File: src/rtl/fetch_regs.sv
// fetch_regs: PC / OldPC / IR / MDR / ALUOut state registers of the multicycle
// RV32I core, with misaligned-PC halt detection and cycle / fetch counters.
module fetch_regs #(
    parameter logic [31:0] RESET_PC  = 32'h0000_0000,
    parameter logic [31:0] NOP_INSTR = 32'h0000_0013,
    parameter int unsigned CNT_W     = 32
) (
    input  logic             clk,
    input  logic             rst,
    input  logic             we_pc,
    input  logic             we_ir,
    input  logic [31:0]      pc_next,
    input  logic [31:0]      mem_rdata,
    input  logic [31:0]      alu_result,
    output logic [31:0]      pc,
    output logic [31:0]      old_pc,
    output logic [31:0]      instr,
    output logic [31:0]      mdr,
    output logic [31:0]      alu_out,
    output logic [6:0]       op,
    output logic [2:0]       funct3,
    output logic             funct7b5,
    output logic [4:0]       rd,
    output logic [4:0]       rs1,
    output logic [4:0]       rs2,
    output logic             halted,
    output logic [31:0]      fault_pc,
    output logic [CNT_W-1:0] cycle_cnt,
    output logic [CNT_W-1:0] fetch_cnt
);

    typedef enum logic {
        RUN  = 1'b0,
        HALT = 1'b1
    } state_t;

    state_t state_q;
    state_t state_d;
    logic   pc_aligned_c;
    logic   running_c;

    assign pc_aligned_c = (pc_next[1:0] == 2'b00);
    assign running_c    = (state_q == RUN);

    // Run/halt state register; only reset leaves HALT.
    always_ff @(posedge clk) begin
        if (rst) begin
            state_q <= RUN;
        end else begin
            state_q <= state_d;
        end
    end

    // Next state: a misaligned PC write while running halts the core.
    always_comb begin
        state_d = state_q;
        case (state_q)
            RUN:  if (we_pc && !pc_aligned_c) state_d = HALT;
            HALT: state_d = HALT;
        endcase
    end

    assign halted = (state_q == HALT);

    // Datapath registers and counters; enables are gated off while halted.
    always_ff @(posedge clk) begin
        if (rst) begin
            pc        <= RESET_PC;
            old_pc    <= RESET_PC;
            instr     <= NOP_INSTR;
            mdr       <= 32'h0;
            alu_out   <= 32'h0;
            fault_pc  <= 32'h0;
            cycle_cnt <= '0;
            fetch_cnt <= '0;
        end else begin
            mdr     <= mem_rdata;
            alu_out <= alu_result;
            if (running_c) begin
                cycle_cnt <= cycle_cnt + CNT_W'(1);
                if (we_ir) begin
                    // old_pc captures the pre-edge pc even when pc updates now
                    instr     <= mem_rdata;
                    old_pc    <= pc;
                    fetch_cnt <= fetch_cnt + CNT_W'(1);
                end
                if (we_pc) begin
                    if (pc_aligned_c) begin
                        pc <= pc_next;
                    end else begin
                        fault_pc <= pc_next;
                    end
                end
            end
        end
    end

    // Decode fields are plain slices of the instruction register.
    assign op       = instr[6:0];
    assign rd       = instr[11:7];
    assign funct3   = instr[14:12];
    assign rs1      = instr[19:15];
    assign rs2      = instr[24:20];
    assign funct7b5 = instr[30];

endmodule

File: config.mk
export PLATFORM = sky130hd
export DESIGN_NAME = fetch_regs
export DESIGN_NICKNAME = d
export VERILOG_FILES = /design/src/rtl/fetch_regs.sv
export SDC_FILE = /design/constraint.sdc
export NUM_CORES = 1
export LEC_CHECK = 0
export CAP_MARGIN = 0
export CELL_PAD_IN_SITES_DETAIL_PLACEMENT = 1
export CELL_PAD_IN_SITES_GLOBAL_PLACEMENT = 1
export CORE_MARGIN = 5
export CORE_UTILIZATION = 33
export DETAILED_ROUTE_END_ITERATION = 16
export PLACE_DENSITY = 0.95
export SYNTH_ARGS = -nofsm -noshare
export SYNTH_HDL_FRONTEND = slang
export SYNTH_SLANG_ARGS = --single-unit
File: constraint.sdc
create_clock -name clk -period 4.25 [get_ports clk]
set_input_delay 0.85 -clock clk [delete_from_list [all_inputs] [get_ports clk]]
set_output_delay 0.85 -clock clk [all_outputs]
set_load 0.02 [all_outputs]
# [Yosys cells after proc, flatten, opt, wreduce, memory -nomap -nowiden]
# Cells that the tools add are included.
[word_totals] regBits=257 input_bits=100 output_inout_bits=283 wordCells=21
[classes] add_sub_neg=2 n_mux=2 n_bitwise=2 reduce_logical=6
[op_table] operator="adder 32 x 1 -> 32 bit (second input constant)" count=2
[op_table] operator="AND reduction 3 bit" count=2
[op_table] operator="zero test 2 bit" count=1
[op_table] operator="inverter 1 bit" count=2
[op_table] operator="case mux 1 bit (2 select lines)" count=1
[op_table] operator="AND reduction 2 bit" count=1
[op_table] operator="logical AND 1 bit" count=1
[op_table] operator="zero test 1 bit" count=1
[op_table] operator="two-way mux 1 bit" count=1

# [Logic depth before layout (Yosys ltp)]
[logic_depth] word_depth=5 mapped_depth=7 mapped_depth_nobuf=5

# [Worst setup path before layout]
# OpenSTA, ideal clock, no wires.
[synth_path] path_type="in2reg" start="in we_ir" end="reg fetch_cnt[26]" setup_time_ps=70 arrival_ps=2235 required_ps=4180 slack_ps=1945 cell_stages=5 n_path_buf=1 path_cell_list="nand3b_1 -> or4_1 -> clkbuf_1 -> or4_1 -> a21oi_1"
[synth_via] elab_chain_len=1
[synth_rtl] element="start: declaration" line="11" source="input logic we_ir,"
[synth_rtl] element="AND reduction 2 bit (no line)"
[synth_rtl] element="end signal: assignment" line="85" source="fetch_cnt <= fetch_cnt + CNT_W'(1);"
[synth_rtl] element="end: declaration" line="29" source="output logic [CNT_W-1:0] fetch_cnt"
# No other way between the ends.
# A chain may end at the register's enable or synchronous reset.

# [Worst setup path after layout]
[layout_path] start="reg state_q (netlist: halted)" end="out halted"
[layout_lines] element="start: declaration" line="37" source="state_t state_q;"
[layout_lines] element="start signal: assignment" line="50" source="state_q <= state_d;"
[layout_lines] element="end: declaration" line="26" source="output logic halted,"
# No word-level cell between the ends.

==> reports/qor.csv <==
metric,value,unit
status,completed,
initial_utilization,0.335,
clock_latency,0.54,ns
yosys_register_bits,257,
multi_input_area,3730,µm²
synth_top_family_by_area,simple AND/OR/NAND/NOR gates,
numCtsBuffers,28,
die_area,31800,µm²
place.gp.congestion,0.819,
fin_nets,1504,
cts_hold_buffers,0,
p_sw_frac,0.248,
synth-edff-count,0,
p_sw,1.43,mW
synth_cells,1076,
synthMuxAreaShare,0.00107,
route.detailed.drc,0,
antenna_found_initial,0,
crit_chain,clkdlybuf4s50_1,
avgSynthCellArea,8.69,µm²
post_drt_wl_per_cell,21.1,µm
synth_top_cell_area_share,0.551,
worst_ep_arrival_time,2.00,ns
finalMaxSlewViolations,0,
clk_pin_slew_worst_paths,0.06,ns
area_growth,52.5,%
reg2reg_setup_slack,1.88,ns
rsz0062_at_grt,false,
grt_pass1_vias,9829,
worstPathRequired,3.40,ns
grt_overflow_total,0,
crit_family,buffers and inverters,
p_clk_frac,0.439,
fmax,350,MHz
cts_max_level,1,
start_kind,register,
synth_compound_area_frac,0.117,
synthAdderAreaFrac,0.00268,
hp-start,old_pc[20]$_SDFFE_PP0P_,
grt_use_total,0.223,
cts_tree,done,
fillers,3159,
drtIter0Drc,399,
die_w,178,µm
worstHoldEndpoint,old_pc[20]$_SDFFE_PP0P_,
slew_headroom,0.188,
grt_start_max_net_pins,124,
finalSetupViolations,0,
cellPowerDensity,404,nW/µm²
pin_count,383,
ys_warn_count,0,
fin_tns_setup,0,ns
cts_setup_buffers,0,
route.vias.total,9097,
ys_seq_area_frac,0.551,
port_buffers,382,
seq_area,5140,µm²
coreArea,27900,µm²
maxCapViolations,0,
layout-drive-gt1-share,0.0429,
worstSetupPathDepth,1,
fin_crit,2.85,ns
comb_power_share,0.117,
detail-route-antenna-nets,0,
path_max_fanout,14,
drt-pass1-iter-count,4,
min_period_over_period,0.672,
synth_top_area_cell,dfxtp_1,
cts_root_buf,clkbuf_16,
r2r-start,halted$_SDFF_PP0_,
reg2regPathDepth,4,
cts_sinks,257,
dp.cells,1750,
synth_area,9350,µm²
synth_area_leaders,"dfxtp_1 (55%), nand2_1 (11%), a21oi_1 (8.7%)",
synth_flop_cell,dfxtp_1,
whs_path_depth,2,
wl_met2,19.2,mm
synthArstFlopShare,0,
grt_pass1_wl,56.1,mm
hold_class,reg -> reg,
dieHeight,178,µm
finalHoldViolations,0,
cp_num_buf_inv,1,
hpwl,26.3,mm
cts_resized,0,
wirelength,37.9,mm
r2r_end,pc[19]$_SDFFE_PP0P_,
worstMarginPinSlew,1.22,ns
num_rows,61,
routed.top_layer,met4,
synthXorXnorAreaFrac,0.0225,
pwr-share-seq,0.444,
drt-met1-wl,13.9,mm
stdcell_count,1802,
cts_max_path_buffers,3,
power.internal,4.32,mW
synth-simple-area-share,0.254,
p_leak,4.90,nW
clock_skew,0.00966,ns
peakVddDrop,0.312,mV
routed-wl-met3,3.35,mm
ys_types,38,
crit_path_top_delay_cell,clkdlybuf4s50_1,
crit_path_end_kind,output port,
critPathMaxStageDelay,0.74,ns
vias_per_cell,5.05,
crit_type,reg -> out,
synth_fp_nets,1178,
## metrics by stage
step	setup slack, ns	total power [mW]	instance area (µm²)	hold slack (ns)	utilization
3_3_place_gp	1.28	3.25	13300	0.441	0.477
5_1_grt	1.30	5.95	14200	0.470	0.511
2_1_floorplan	1.94	2.90	9350	0.533	-
3_5_place_dp	1.21	3.28	13300	0.451	0.477
4_1_cts	1.33	5.81	14200	0.456	0.511
6_report	1.40	5.75	14300	0.455	0.512
## routing by layer
metal,vias up,GRT usage
met5,-,0
met4,0,0.0793
met3,83,0.0774
met2,323,0.415
met1,4442,0.231
li1,4249,-
## Yosys cell counts (all sizes together) (5+ instances only)
cell type	number
inv	8
nand3	19
or3	10
xor2	13
o21ai	10
and4	8
clkbuf	60
buf	33
xnor2	11
dfxtp	257
a21oi	163
nand3b	5
or4	33
and3	7
nor2b	67
nand4	16
nand2	276
nor4	5
o31ai	30
nor2	28
## cells in the final DEF, fill, tap and decap left out, drive strengths merged, types with 2 or more instances in the layout
cell type      Yosys  layout
nand3b             5       5
a21oi            163     163
clkdlybuf4s50      0     381
and3               7       7
xor2              13      13
nand4             16      16
nand2            276     276
or3               10      10
nor2b             67      67
bufinv             0       2
and4               8       8
clkbuf            60      47
dfxtp            257     257
xnor2             11      11
nand3             19      19
and2               2       2
o31ai             30      30
nor4               5       5
buf               33       7
nor2              28      28
nor3b              2       2
inv                8       8
o21ai             10      10
nand4b             3       3
ha                 2       2
clkinv             0       3
nor3               2       2
or4               33      33
## power by group through the flow
stage | Sequential, mW | Combinational, mW | Clock, mW
after global routing | 2.57 | 0.711 | 2.67
after CTS | 2.56 | 0.679 | 2.58
final | 2.56 | 0.671 | 2.53
after detailed placement | 2.61 | 0.669 | 0
after floorplan | 2.70 | 0.200 | 0
after global placement | 2.60 | 0.647 | 0
## worst max-delay path by stage
stage / from / endpoint / slack (ns)
2_1_floorplan: we_ir / fetch_cnt[26]$_SDFFE_PP0P_ / 1.94
3_3_place_gp: we_ir / fetch_cnt[28]$_SDFFE_PP0P_ / 1.28
3_5_place_dp: we_pc / pc[6]$_SDFFE_PP0P_ / 1.21
4_1_cts: halted$_SDFF_PP0_ / halted / 1.33
5_1_grt: halted$_SDFF_PP0_ / halted / 1.30
6_report: halted$_SDFF_PP0_ / halted / 1.40
## logic make-up after synthesis
| group | Yosys count |
|---|---|
| DFF | 257 |
| xor gates and xnor gates | 24 |
| AOI/OAI and AO/OA | 203 |
| adders and majority gates | 2 |
| and+or+nand+nor | 488 |
| muxes | 1 |
| buffers and inverters | 101 |
## area by class of cell
cell class	count	share of cell area
clock inverter	5	0.00527
tap	378	0.0332
multi-input combinational	718	0.262
inverter	8	0.00211
sequential	257	0.361
clock buffer	46	0.0617
antenna	1	0.000176
timing repair buffer	389	0.275
## state kept, by name, summed over array words and instances, names as in the netlist
signal / flops
alu_out: 32
cycle_cnt: 32
fault_pc: 32
fetch_cnt: 32
halted: 1
instr: 32
mdr: 32
old_pc: 32
pc: 32
(Power assumes the default switching activity.)
